--- src/rtl/seg_scan_if.sv ---
// Bundle of display-side signals between user logic and the seven-segment scan controller.
// Scan handshake: load is a single-cycle strobe with no backpressure; everything else is level.
interface seg_scan_if #(
    parameter int NUM_DIGITS = 4
);
    logic                      enable;
    logic                      load;
    logic [4*NUM_DIGITS-1:0]   digits_in;
    logic [NUM_DIGITS-1:0]     digit_en;
    logic [6:0]                seg_in;
    logic [3:0]                nibble;
    logic [6:0]                seg_n;
    logic [NUM_DIGITS-1:0]     anode_n;
    logic                      frame_start;
    logic [1:0]                dbg_state;

    modport master (
        output enable, load, digits_in, digit_en, seg_in,
        input  nibble, seg_n, anode_n, frame_start, dbg_state
    );

    modport slave (
        input  enable, load, digits_in, digit_en, seg_in,
        output nibble, seg_n, anode_n, frame_start, dbg_state
    );
endinterface

--- src/rtl/seg_scan_ctrl.sv ---
// Time-multiplexed scan of NUM_DIGITS common-anode digits through one shared external decoder.
// Double-buffered digit values; commits happen only at frame start so frames never tear.
module seg_scan_ctrl #(
    parameter int NUM_DIGITS   = 4,
    parameter int SHOW_CYCLES  = 50000,
    parameter int BLANK_CYCLES = 500
) (
    input  logic        clk,
    input  logic        rst_n,
    seg_scan_if.slave   bus
);
    localparam int MAXC = (SHOW_CYCLES > BLANK_CYCLES) ? SHOW_CYCLES : BLANK_CYCLES;
    localparam int CW   = (MAXC > 1) ? $clog2(MAXC) : 1;
    localparam int IW   = $clog2(NUM_DIGITS);
    localparam int DW   = 4 * NUM_DIGITS;

    typedef enum logic [1:0] {
        IDLE  = 2'd0,
        BLANK = 2'd1,
        SHOW  = 2'd2
    } state_t;

    state_t                state_q, state_d;
    logic [CW-1:0]         cnt_q, cnt_d;
    logic [IW-1:0]         idx_q, idx_d;
    logic [DW-1:0]         pending_q, pending_d;
    logic [DW-1:0]         active_q, active_d;
    logic [3:0]            nibble_q, nibble_d;
    logic [NUM_DIGITS-1:0] anode_q, anode_d;
    logic                  fs_q, fs_d;
    logic                  commit;
    logic                  enter_blank;

    always_comb begin
        state_d     = state_q;
        cnt_d       = cnt_q;
        idx_d       = idx_q;
        anode_d     = '1;
        fs_d        = 1'b0;
        commit      = 1'b0;
        enter_blank = 1'b0;
        nibble_d    = nibble_q;

        case (state_q)
            IDLE: begin
                cnt_d = '0;
                idx_d = '0;
                state_d     = BLANK;
                fs_d        = 1'b1;
                commit      = 1'b1;
                enter_blank = 1'b1;
            end
            BLANK: begin
                if (cnt_q == CW'(BLANK_CYCLES - 1)) begin
                    state_d        = SHOW;
                    cnt_d          = '0;
                    anode_d[idx_q] = ~bus.digit_en[idx_q];
                end else begin
                    cnt_d = cnt_q + CW'(1);
                end
            end
            SHOW: begin
                if (cnt_q == CW'(SHOW_CYCLES - 1)) begin
                    state_d     = BLANK;
                    cnt_d       = '0;
                    enter_blank = 1'b1;
                    if (idx_q == IW'(NUM_DIGITS - 1)) begin
                        idx_d  = '0;
                        fs_d   = 1'b1;
                        commit = 1'b1;
                    end else begin
                        idx_d = idx_q + IW'(1);
                    end
                end else begin
                    cnt_d          = cnt_q + CW'(1);
                    anode_d[idx_q] = ~bus.digit_en[idx_q];
                end
            end
            default: state_d = IDLE;
        endcase

        // Disable overrides everything; buffers are kept so re-enable resumes the same values.
        if (!bus.enable) begin
            state_d     = IDLE;
            cnt_d       = '0;
            idx_d       = '0;
            anode_d     = '1;
            fs_d        = 1'b0;
            commit      = 1'b0;
            enter_blank = 1'b0;
        end

        pending_d = bus.load ? bus.digits_in : pending_q;
        active_d  = commit ? pending_d : active_q;
        if (enter_blank)
            nibble_d = active_d[{idx_d, 2'b00} +: 4];
    end

    always_ff @(posedge clk or negedge rst_n) begin
        if (!rst_n) begin
            state_q   <= IDLE;
            cnt_q     <= '0;
            idx_q     <= '0;
            pending_q <= '0;
            active_q  <= '0;
            nibble_q  <= 4'h0;
            anode_q   <= '1;
            fs_q      <= 1'b0;
        end else begin
            state_q   <= state_d;
            cnt_q     <= cnt_d;
            idx_q     <= idx_d;
            pending_q <= pending_d;
            active_q  <= active_d;
            nibble_q  <= nibble_d;
            anode_q   <= anode_d;
            fs_q      <= fs_d;
        end
    end

    assign bus.nibble      = nibble_q;
    assign bus.anode_n     = anode_q;
    assign bus.frame_start = fs_q;
    assign bus.seg_n       = (&anode_q) ? 7'h7F : bus.seg_in;
    assign bus.dbg_state   = state_q;
endmodule
--- src/flat_wrapper.sv ---
// flat-port wrapper written by rule: the top's interface ports become plain ports
module seg_scan_ctrl_flat 
#(
    parameter int NUM_DIGITS   = 4,
    parameter int SHOW_CYCLES  = 50000,
    parameter int BLANK_CYCLES = 500
)
  (clk, rst_n, bus_enable, bus_load, bus_digits_in, bus_digit_en, bus_seg_in, bus_nibble, bus_seg_n, bus_anode_n, bus_frame_start, bus_dbg_state);
  seg_scan_if #(.NUM_DIGITS(NUM_DIGITS)) bus_i ();
  input  logic clk;
  input  logic rst_n;
  input wire logic [$bits(bus_i.enable)-1:0] bus_enable;
  input wire logic [$bits(bus_i.load)-1:0] bus_load;
  input wire logic [$bits(bus_i.digits_in)-1:0] bus_digits_in;
  input wire logic [$bits(bus_i.digit_en)-1:0] bus_digit_en;
  input wire logic [$bits(bus_i.seg_in)-1:0] bus_seg_in;
  output wire logic [$bits(bus_i.nibble)-1:0] bus_nibble;
  output wire logic [$bits(bus_i.seg_n)-1:0] bus_seg_n;
  output wire logic [$bits(bus_i.anode_n)-1:0] bus_anode_n;
  output wire logic [$bits(bus_i.frame_start)-1:0] bus_frame_start;
  output wire logic [$bits(bus_i.dbg_state)-1:0] bus_dbg_state;
  assign bus_i.enable = bus_enable;
  assign bus_i.load = bus_load;
  assign bus_i.digits_in = bus_digits_in;
  assign bus_i.digit_en = bus_digit_en;
  assign bus_i.seg_in = bus_seg_in;
  assign bus_nibble = bus_i.nibble;
  assign bus_seg_n = bus_i.seg_n;
  assign bus_anode_n = bus_i.anode_n;
  assign bus_frame_start = bus_i.frame_start;
  assign bus_dbg_state = bus_i.dbg_state;
  seg_scan_ctrl #(.NUM_DIGITS(NUM_DIGITS), .SHOW_CYCLES(SHOW_CYCLES), .BLANK_CYCLES(BLANK_CYCLES)) u_core (.clk(clk), .rst_n(rst_n), .bus(bus_i));
endmodule
--- config.mk ---
export PLATFORM = sky130hd
export DESIGN_NAME = seg_scan_ctrl_flat
export DESIGN_NICKNAME = d
export VERILOG_FILES = /design/src/rtl/seg_scan_if.sv /design/src/rtl/seg_scan_ctrl.sv /design/src/flat_wrapper.sv
export SDC_FILE = /design/constraint.sdc
export NUM_CORES = 1
export LEC_CHECK = 0
export CAP_MARGIN = 0
export CELL_PAD_IN_SITES_DETAIL_PLACEMENT = 1
export CELL_PAD_IN_SITES_GLOBAL_PLACEMENT = 1
export CORE_ASPECT_RATIO = 1.5
export CORE_MARGIN = 2
export CORE_UTILIZATION = 38
export DETAILED_ROUTE_END_ITERATION = 6
export PLACE_DENSITY = 0.73
export SYNTH_ARGS = -nofsm -noshare
export SYNTH_HDL_FRONTEND = slang
export SYNTH_SLANG_ARGS = --single-unit
--- constraint.sdc ---
create_clock -name clk -period 3.05 [get_ports clk]
set_input_delay 0.61 -clock clk [delete_from_list [all_inputs] [get_ports clk]]
set_output_delay 0.61 -clock clk [all_outputs]
set_load 0.01 [all_outputs]
==> run_results.csv <==
group,metric,value,unit
outcome,status,"completed",
clocking,clock_latency,0.33,ns
power_and_ir_drop,p_comb_share,33.0,%
yosys,synth_area_per_cell,11.4,um^2
worst_setup_path,endpoint_kind,"flip-flop",
clocking,cts-resized-gates,0,
clocking,cts_buffer_depth,2,
die,floorplan.initialDensity,39.3,%
worst_setup_path,worstPathArrival,2.71,ns
clocking,clock-sinks,61,
timing,layout_min_cycle_time,2.51,ns
worst_setup_path,r2r_setup_slack,0.54,ns
yosys,syn_nets,319,
yosys,syn_inst,279,
timing,max_freq,0.399,GHz
power_and_ir_drop,p_switching,1.01,mW
placed_design,gp_congestion,0.778,
routing,routed_wl,7.50,mm
clocking,cts_tree,"yes",
timing,finalHoldViolations,0,
worst_setup_path,crit_fanout,17,
worst_setup_path,rr_worst_depth,8,
routing,firstDrtPassIters,4,
timing,setup-violations-final,0,
yosys,ys.flop_type,"dfrtp_1",
global_routing,grt_first_pass_wirelength,12.5,mm
clocking,clk_pin_slew,0.06,ns
power_and_ir_drop,power.share.clock,33.9,%
worst_setup_path,cp_slowest_cell,"dfrtp_1",
clocking,cts_hold_buf,0,
power_and_ir_drop,swShare,29.7,%
timing,hold_slack,0.120,ns
global_routing,grt_start_max_net_pins,56,
power_and_ir_drop,p_leak,1.68,nW
worst_setup_path,r2r-end,"u_core.bus.nibble[2]$_DFFE_PN0P_",
layout,final_common_cell,"dfrtp_1",
yosys,yosysSeqAreaShare,48.3,%
routing,detail_route.iter0.violations,81,
timing,fin_crit_sh,82.2,%
routing,vias,2346,
worst_setup_path,cp_top_family,"simple AND/OR/NAND/NOR gates",
yosys,synth_edf_count,0,
routing,viasPerCell,5.30,
clocking,cts_buffers,9,
worst_setup_path,timing.rr.start,"u_core.cnt_q[0]$_DFFE_PN0P_",
die,io_pins,49,
yosys,ys_types,50,
clocking,cts_root_buf,"clkbuf_16",
yosys,synthArstFlopShare,100,%
worst_setup_path,worstPathCellList,"ha_1, nor3b_2, and4_4, a31o_1, and2_1, buf_4, mux2i_1, a221o_1",
global_routing,grt_usage,17.9,%
placed_design,dp_hpwl,5.37,mm
layout,num_antenna_cells,0,
power_and_ir_drop,seqPwrFrac,33.2,%
global_routing,antenna_found_initial,0,
routing,drtAntennaViolNets,0,
timing,setup_tns,0,ns
timing,drv_slew,0,
die,die-area,0.00910,mm^2
hold_path,holdCritPathClass,"input pin to asynchronous set/reset pin",
timing,clock_skew,0.00778,ns
clocking,htreeDepth,3,
run,drv_cap,0,
worst_setup_path,required,3.25,ns
die,die_w,78.6,um
die,core_area,0.00806,mm^2
die,die_y,116,um
routing,route.detailed.drc,0,
routing,avgRoutedWirePerCell,16.9,um
power_and_ir_drop,power.total,3.41,mW
die,rows,40,
clocking,postCtsSetupBuffers,0,
power_and_ir_drop,p_int,2.39,mW
global_routing,overflow,0,
yosys,yosys_register_bits,61,
timing,rsz0062_at_grt,"no",
layout,drive_gt1_share,19.5,%
layout,area_growth,29.8,%
worst_setup_path,critPathKind,"flip-flop to flip-flop",
timing,tightest_slew,0.437,ns
worst_setup_path,worstSetupStartpointType,"flip-flop",
layout,mostFrequentLayoutCells,"dfrtp_1 (57), clkdlybuf4s50_1 (47), mux2_2 (31)",
power_and_ir_drop,p_per_area,828,mW/mm^2
yosys,syn-cell-area,0.00317,mm^2
layout,nets,373,
yosys,yosys_warnings,0,
global_routing,grt_pass1_vias,2585,
power_and_ir_drop,max-vdd-ir-drop,0.000437,V
worst_setup_path,cp.buffers_inverters,1,
worst_setup_path,critical_path.max_stage_delay,0.40,ns
placed_design,port-buffer-count,48,
timing,maxSlewHeadroom,70.8,%
power groups by stage:
stage | logic (mW) | clock network (mW) | registers (mW)
floorplan | 0.667 | 0 | 1.14
global placement | 1.10 | 0 | 1.13
detailed placement | 1.14 | 0 | 1.14
CTS | 1.15 | 1.18 | 1.13
global route | 1.25 | 1.21 | 1.16
finish | 1.12 | 1.15 | 1.13
worst max path at each step:
| stage | start | endpoint | slack (ns) | cells past startpoint |
|---|---|---|---|---|
| 3_5_place_dp | bus_enable | u_core.cnt_q[15]$_DFFE_PN0P_ | 0.26 | 8 |
| 4_1_cts | u_core.cnt_q[0]$_DFFE_PN0P_ | u_core.bus.nibble[2]$_DFFE_PN0P_ | 0.52 | 8 |
| 5_1_grt | u_core.cnt_q[0]$_DFFE_PN0P_ | u_core.bus.nibble[2]$_DFFE_PN0P_ | 0.38 | 8 |
| 2_1_floorplan | u_core.cnt_q[0]$_DFFE_PN0P_ | u_core.bus.nibble[2]$_DFFE_PN0P_ | 0.77 | 10 |
| 3_3_place_gp | bus_enable | u_core.cnt_q[15]$_DFFE_PN0P_ | 0.33 | 8 |
| 6_report | u_core.cnt_q[0]$_DFFE_PN0P_ | u_core.bus.nibble[2]$_DFFE_PN0P_ | 0.54 | 8 |
registers in the layout, indices dropped and copies added, names as in the netlist:
| name | count |
|---|---|
| u_core.bus.anode_n | 4 |
| u_core.pending_q | 16 |
| u_core.cnt_q | 16 |
| u_core.bus.dbg_state | 2 |
| u_core.idx_q | 2 |
| u_core.bus.nibble | 4 |
| u_core.active_q | 16 |
| u_core.bus.frame_start | 1 |
through the flow:
stage / cell area [um^2] / cells / setup slack [ns] / utilization (%)
3_5_place_dp: 3770 / 427 / 0.261 / 46.8
5_1_grt: 4120 / 443 / 0.380 / 51.1
4_1_cts: 4120 / 443 / 0.515 / 51.1
6_report: 4120 / 443 / 0.542 / 51.1
3_3_place_gp: 3770 / 427 / 0.332 / 46.8
2_1_floorplan: 3170 / 279 / 0.766 / -
synth_stat cells (all sizes together), types with 8 or more instances:
| cell type | n | area share (%) |
|---|---|---|
| mux2i | 20 | 6.3 |
| nand2b | 9 | 1.8 |
| nand3 | 10 | 1.6 |
| nand2 | 18 | 2.1 |
| ha | 9 | 3.6 |
| buf | 8 | 2.3 |
| inv | 8 | 0.95 |
| dfrtp | 57 | 45 |
| mux2 | 31 | 11 |
| o21ai | 10 | 1.6 |
| nor2 | 18 | 2.2 |
cell type report:
class / count / area [um^2]
clock buffers: 10 / 229
repair buffers: 57 / 568
multi-input cells: 196 / 1510
clock inverters: 6 / 111
inverters: 8 / 30.0
flip-flops and latches: 61 / 1530
well taps: 105 / 131
fillers: 883 / 3940
logic make-up after synthesis:
kind of cell,Yosys count,synth area share (%)
mux,52,18.0
flops,61,48.3
compound gates,43,9.48
buf+inv,22,3.91
simple gates,82,13.9
fa+ha+maj,9,3.55
xor+xnor,10,2.76
layer usage:
metal / wire length (um) / share of wire [%] / vias up / track usage, %
met5: 0 / 0 / - / 0
met1: 2830 / 38 / 1194 / 18.9
met3: 226 / 3.0 / 10 / 3.89
met4: 108 / 1.4 / 0 / 6.32
li1: - / - / 1111 / -
met2: 4340 / 58 / 31 / 34.6
No activity file was read; power rests on OpenSTA's default activity.
